==> config.mk <==
export PLATFORM = sky130hd
export DESIGN_NAME = seg_scan_ctrl
export DESIGN_NICKNAME = d
export VERILOG_FILES = /design/src/rtl/seg_scan_pkg.sv /design/src/rtl/seg_next_idx.sv /design/src/rtl/seg_scan_ctrl.sv
export SDC_FILE = /design/constraint.sdc
export NUM_CORES = 1
export LEC_CHECK = 0
export ABC_AREA = 1
export CAP_MARGIN = 20
export CORE_MARGIN = 2
export CORE_UTILIZATION = 50
export DETAILED_ROUTE_END_ITERATION = 10
export PLACE_DENSITY = 0.8
export SETUP_SLACK_MARGIN = 0.3
export SLEW_MARGIN = 15
export SYNTH_ARGS = -nofsm -noshare
export SYNTH_HDL_FRONTEND = slang
export SYNTH_SLANG_ARGS = --single-unit
==> constraint.sdc <==
create_clock -name clk -period 3 [get_ports clk]
set_input_delay 0.75 -clock clk [delete_from_list [all_inputs] [get_ports clk]]
set_output_delay 0.75 -clock clk [all_outputs]
set_load 0.01 [all_outputs]
==> src/rtl/seg_scan_pkg.sv <==
// Shared types and helpers for the multiplexed 7-segment scan controller.
// Holds the scan FSM states, the raw "all segments off" pattern and the polarity helper.
package seg_scan_pkg;

    typedef enum logic [1:0] {
        IDLE  = 2'd0,
        BLANK = 2'd1,
        ON    = 2'd2
    } state_e;

    // Raw active-high pattern with every segment dark.
    localparam logic [7:0] SEG_OFF = 8'h00;

    function automatic logic [7:0] seg_drive(
        input logic [7:0] raw,
        input logic       active_low
    );
        return active_low ? ~raw : raw;
    endfunction

endpackage

==> src/rtl/seg_next_idx.sv <==
// Round-robin finder: next set bit of mask strictly after cur, wrapping.
// wrap flags a result at or below cur; any flags a non-empty mask.
module seg_next_idx #(
    parameter int NUM_DIGITS = 4,
    parameter int IDX_W      = $clog2(NUM_DIGITS)
) (
    input  logic [NUM_DIGITS-1:0] mask,
    input  logic [IDX_W-1:0]      cur,
    output logic [IDX_W-1:0]      idx,
    output logic                  wrap,
    output logic                  any
);

    // Walk candidates from farthest to nearest so the nearest set bit wins.
    always_comb begin
        int                j;
        logic [IDX_W-1:0]  cand;
        j    = 0;
        cand = '0;
        idx  = '0;
        any  = |mask;
        for (int k = NUM_DIGITS; k >= 1; k--) begin
            j    = (int'(cur) + k) % NUM_DIGITS;
            cand = IDX_W'(j);
            if (mask[cand]) begin
                idx = cand;
            end
        end
        wrap = any && (idx <= cur);
    end

endmodule

==> src/rtl/seg_scan_ctrl.sv <==
// Time-division scan of NUM_DIGITS 7-segment digits over one shared segment bus.
// Each slot is a blanked dead-time followed by a latched ON phase; masked digits are skipped.
module seg_scan_ctrl
    import seg_scan_pkg::*;
#(
    parameter int NUM_DIGITS     = 4,
    parameter int TICK_DIV       = 50000,
    parameter int BLANK_CYCLES   = 16,
    parameter int SEL_ACTIVE_LOW = 1,
    parameter int SEG_ACTIVE_LOW = 1,
    localparam int IDX_W         = $clog2(NUM_DIGITS),
    localparam int CNT_W         = $clog2(TICK_DIV)
) (
    input  logic                      clk,
    input  logic                      rst,
    input  logic                      en,
    input  logic [NUM_DIGITS-1:0]     digit_mask,
    input  logic [NUM_DIGITS*8-1:0]   seg_data,
    output logic [NUM_DIGITS-1:0]     sel,
    output logic [7:0]                seg,
    output logic [IDX_W-1:0]          digit_idx,
    output logic                      frame_start
);

    localparam logic [CNT_W-1:0] BLANK_LAST = CNT_W'(BLANK_CYCLES - 1);
    localparam logic [CNT_W-1:0] SLOT_LAST  = CNT_W'(TICK_DIV - 1);
    localparam logic             SEL_LOW    = (SEL_ACTIVE_LOW != 0);
    localparam logic             SEG_LOW    = (SEG_ACTIVE_LOW != 0);
    localparam logic [NUM_DIGITS-1:0] SEL_IDLE = {NUM_DIGITS{SEL_LOW}};
    localparam logic [7:0]       SEG_IDLE   = seg_drive(SEG_OFF, SEG_LOW);
    localparam logic [IDX_W-1:0] TOP_IDX    = IDX_W'(NUM_DIGITS - 1);

    state_e                  state_q, state_d;
    logic [CNT_W-1:0]        cnt_q, cnt_d;
    logic [IDX_W-1:0]        idx_q, idx_d;
    logic [IDX_W-1:0]        last_q, last_d;
    logic                    first_q, first_d;
    logic [NUM_DIGITS-1:0]   sel_q, sel_d;
    logic [7:0]              seg_q, seg_d;
    logic                    fs_q, fs_d;

    logic [IDX_W-1:0]        srch_cur;
    logic [IDX_W-1:0]        nxt_idx;
    logic                    nxt_any;
    logic                    unused_wrap;
    logic [NUM_DIGITS-1:0]   onehot;

    // From IDLE, searching after the top index yields the lowest set bit.
    assign srch_cur = (state_q == IDLE) ? TOP_IDX : idx_q;

    seg_next_idx #(
        .NUM_DIGITS (NUM_DIGITS),
        .IDX_W      (IDX_W)
    ) u_next (
        .mask (digit_mask),
        .cur  (srch_cur),
        .idx  (nxt_idx),
        .wrap (unused_wrap),
        .any  (nxt_any)
    );

    // Scan FSM: slot counter, digit pointer and the registered pin values.
    always_comb begin
        state_d = state_q;
        cnt_d   = cnt_q;
        idx_d   = idx_q;
        last_d  = last_q;
        first_d = first_q;
        sel_d   = SEL_IDLE;
        seg_d   = SEG_IDLE;
        fs_d    = 1'b0;
        onehot  = {{(NUM_DIGITS-1){1'b0}}, 1'b1} << idx_q;
        unique case (state_q)
            IDLE: begin
                if (en) begin
                    state_d = BLANK;
                    cnt_d   = '0;
                    idx_d   = nxt_any ? nxt_idx : '0;
                    first_d = 1'b1;
                end
            end
            BLANK: begin
                if (!en) begin
                    state_d = IDLE;
                    cnt_d   = '0;
                end else if (cnt_q == BLANK_LAST) begin
                    if (digit_mask[idx_q]) begin
                        state_d = ON;
                        cnt_d   = cnt_q + 1'b1;
                        sel_d   = onehot ^ SEL_IDLE;
                        seg_d   = seg_drive(seg_data[8*idx_q +: 8], SEG_LOW);
                        fs_d    = first_q || (idx_q <= last_q);
                        first_d = 1'b0;
                        last_d  = idx_q;
                    end else begin
                        cnt_d = '0;
                        idx_d = nxt_any ? nxt_idx : idx_q;
                    end
                end else begin
                    cnt_d = cnt_q + 1'b1;
                end
            end
            ON: begin
                if (!en) begin
                    state_d = IDLE;
                    cnt_d   = '0;
                end else if (cnt_q == SLOT_LAST) begin
                    state_d = BLANK;
                    cnt_d   = '0;
                    idx_d   = nxt_any ? nxt_idx : idx_q;
                end else begin
                    cnt_d = cnt_q + 1'b1;
                    sel_d = sel_q;
                    seg_d = seg_q;
                end
            end
            default: begin
                state_d = IDLE;
                cnt_d   = '0;
            end
        endcase
    end

    // State and output registers with synchronous reset.
    always_ff @(posedge clk) begin
        if (rst) begin
            state_q <= IDLE;
            cnt_q   <= '0;
            idx_q   <= '0;
            last_q  <= '0;
            first_q <= 1'b0;
            sel_q   <= SEL_IDLE;
            seg_q   <= SEG_IDLE;
            fs_q    <= 1'b0;
        end else begin
            state_q <= state_d;
            cnt_q   <= cnt_d;
            idx_q   <= idx_d;
            last_q  <= last_d;
            first_q <= first_d;
            sel_q   <= sel_d;
            seg_q   <= seg_d;
            fs_q    <= fs_d;
        end
    end

    assign sel         = sel_q;
    assign seg         = seg_q;
    assign digit_idx   = idx_q;
    assign frame_start = fs_q;

endmodule

==> flow_summary_export.csv <==
group,metric,value,unit
logic_synthesis,ys_warn_count,0,
place,port_buffers,53,
setup_path,path_class,"reg2out",
floorplanning,ioPinCount,54,
logic_synthesis,synth_top_family_by_area,"simple AND/OR/NAND/NOR gates",
setup_path,crit_path_top_delay_cell,"dfxtp_1",
flow_run,drv_cap,0,
logic_synthesis,ys_seq_area_share,30.9,%
logic_synthesis,synth_edf_count,0,
place,dpl.hpwl,4310,um
logic_synthesis,synth_nets,408,
outcome,outcome,"completed",
final_layout,nFillCells,412,
setup_path,timing.rr.end,"last_q[0]",
timing,setup_ws,0.698,ns
final_layout,utilization,67.8,%
drt,first_iter_violations,195,
timing,worst_slew_pin_slew,0.535,ns
clock_tree,cts.htree.levels,2,
place,post-place-ws,0.563,ns
min_path,min_to,"first_q",
logic_synthesis,ys_async_sr_fraction,0,%
floorplanning,die_w,72.3,um
setup_path,worstPathArrival,1.55,ns
logic_synthesis,syn_avg_cell_area,6.45,um^2
power,power.density,723,nW/um^2
setup_path,end_kind,"output pin",
setup_path,crit_family,"flip-flops",
logic_synthesis,synth_compound_area_share,13.6,%
drt,ant_nets,0,
clock_tree,cts_tree,"built",
logic_synthesis,yosysUniqueCellTypes,35,
logic_synthesis,ys.flop_type,"dfxtp_1",
clock_tree,cts.sinks,36,
timing,setup_tns,0,ns
logic_synthesis,synthSimpleGateAreaFrac,41.2,%
drt,firstDrtPassIters,4,
timing,skew,0.00904,ns
power,vdd_ir_drop_max,0.000503,V
floorplanning,num_rows,24,
timing,whs,0.466,ns
place,gp_congestion,0.789,
drt,vias_per_cell,5.20,
setup_path,slowest_delay,0.63,ns
final_layout,n_antenna_cell,0,
clock_tree,cts_hold_buf,0,
floorplanning,fp.dieArea,5230,um^2
logic_synthesis,synth_cells,362,
setup_path,cp_cell_sequence,"clkdlybuf4s50_1",
logic_synthesis,synth_area,2330,um^2
grt,grt_pass1_wl,9650,um
setup_path,critPathRequiredTime,2.25,ns
logic_synthesis,synth_xor_area_share,1.88,%
final_layout,syn2layout_area_growth,28.3,%
setup_path,startpoint_type,"flip-flop",
setup_path,reg2reg_slack,1.12,ns
timing,finalSetupViolCount,0,
setup_path,path_max_fanout,12,
final_layout,fin_area,2990,um^2
clock_tree,cts_buffers,5,
grt,track_usage,23.3,%
power,p_leak,1.24,nW
grt,grt_pass1_vias,2160,
final_layout,nets,461,
final_layout,drive_above_1_share,9.13,%
timing,clock.fmax,434,MHz
timing,relSlewSlack,64.3,%
min_path,holdPathStages,2,
logic_synthesis,muxShareOfSynthArea,0,%
timing,slew_viol_final,0,
grt,antenna_found_initial,0,
drt,remaining_drc_errors,0,
min_path,min_from,"first_q",
grt,grt_max_degree,22,
setup_path,path_buf_inv,1,
drt,routed_wl,5680,um
logic_synthesis,synth.ff_latch_count,36,
timing,hold_violations,0,
final_layout,post_layout_nonfiller_instances,468,
setup_path,regToRegStartpoint,"digit_idx[1]",
clock_tree,post_cts_resized,0,
drt,drt-wirelength-per-cell,12.1,um
floorplanning,initial_utilization,52.9,%
min_path,min_path_type,"reg2reg",
place,placed_cell_area,2880,um^2
place,dp.cells,460,
clock_tree,cts-root-buf,"clkbuf_8",
floorplanning,die_y,72.3,um
setup_path,rr_worst_depth,9,
timing,rsz0062_at_grt,"no",
drt,vias,2434,
clock_tree,clock_latency,0.30,ns
floorplanning,core-area,4410,um^2
timing,min_period_over_period,76.7,%
timing,finalCriticalPeriod,2.30,ns
logic_synthesis,synth_fa_ha_area_share,3.75,%
clock_tree,clk_pin_slew,0.08,ns
clock_tree,cts_buffer_depth,2,
power,total_power,2.16,mW
grt,overflow,0,
clock_tree,cts_setup_buffers,0,
## cell usage after synthesis, types with 2 or more instances
master	count	area share [%]
nor3_1	3	0.64
xor2_1	3	1.1
nand3_1	40	8.6
o21ai_0	21	4.5
ha_1	7	3.8
nand3_2	3	1.3
clkbuf_1	3	0.48
o21bai_1	3	0.97
nand2_2	4	1.1
nor2_4	2	0.97
xnor2_1	2	0.75
dfxtp_1	36	31
buf_6	3	1.4
inv_2	3	0.48
o22ai_1	2	0.54
nand4_1	5	1.3
nor2_1	55	8.8
o31ai_2	2	1.1
buf_2	2	0.43
nor2_2	9	2.4
nand2_1	89	14
inv_1	31	5.0
a22oi_1	6	1.9
a21oi_1	16	3.4
buf_4	2	0.64
## worst max path at each step
stage	from	to	depth (start not counted)
2_1_floorplan	digit_mask[3]	sel[1]	10
3_3_place_gp	digit_mask[3]	sel[0]	11
3_5_place_dp	digit_mask[3]	sel[0]	11
4_1_cts	digit_idx[1]	digit_idx[1]	1
5_1_grt	digit_idx[1]	digit_idx[1]	1
6_report	digit_idx[1]	digit_idx[1]	1
## area by class of cell
type | instances | area (um^2) | share of cell area (%)
clock inverter | 3 | 42.5 | 1.42
multi-input combinational | 281 | 1410 | 47.1
clock buffer | 5 | 68.8 | 2.30
sequential | 36 | 721 | 24.1
timing repair buffer | 56 | 553 | 18.5
tap | 52 | 65.1 | 2.17
inverter | 35 | 134 | 4.47
## cells in the final DEF (no fill, tap or decap), types with 2 or more instances in the layout
| cell type | n |
|---|---|
| ha_1 | 7 |
| o22ai_1 | 2 |
| xnor2_1 | 2 |
| nand3_2 | 3 |
| xor2_1 | 3 |
| nand3_1 | 40 |
| nand2_2 | 4 |
| nor2_1 | 55 |
| a21oi_1 | 16 |
| nor2_4 | 2 |
| o31ai_2 | 2 |
| nand2_1 | 89 |
| clkdlybuf4s50_1 | 53 |
| dfxtp_1 | 36 |
| o21bai_1 | 3 |
| clkbuf_8 | 5 |
| inv_2 | 3 |
| buf_4 | 3 |
| o21ai_0 | 21 |
| a22oi_1 | 6 |
| inv_1 | 31 |
| nor2_2 | 9 |
| nand4_1 | 5 |
| nor3_1 | 3 |
## report_power, final
part | total (mW) | leakage [nW] | switching [mW] | internal (mW)
clock | 0.430 | 0.0541 | 0.184 | 0.246
combinational | 1.16 | 0.894 | 0.732 | 0.428
sequential | 0.573 | 0.292 | 0.0558 | 0.517
## sequential cells by signal, summed over array words and instances (netlist names)
| register | cells |
|---|---|
| state_q | 2 |
| sel | 4 |
| first_q | 1 |
| cnt_q | 16 |
| digit_idx | 2 |
| last_q | 2 |
| seg | 8 |
| frame_start | 1 |
## metal layers
metal  part of all wire, %  GRT usage (%)  wire, um
met3                   7.4           5.14       423
met2                    45           37.1      2560
met5                     0              0         0
met4                   1.8           10.9       101
met1                    46           29.9      2590
## cell families (layout without fill, tap and decap cells)
family / count (synthesis) / count (layout)
AOI/OAI and AO/OA: 54 / 54
xor gates and xnor gates: 5 / 5
adders and majority gates: 7 / 7
buffers and inverters: 45 / 99
DFF: 36 / 36
and+or+nand+nor: 215 / 215
Note: power is estimated with default switching activity, not from simulation.
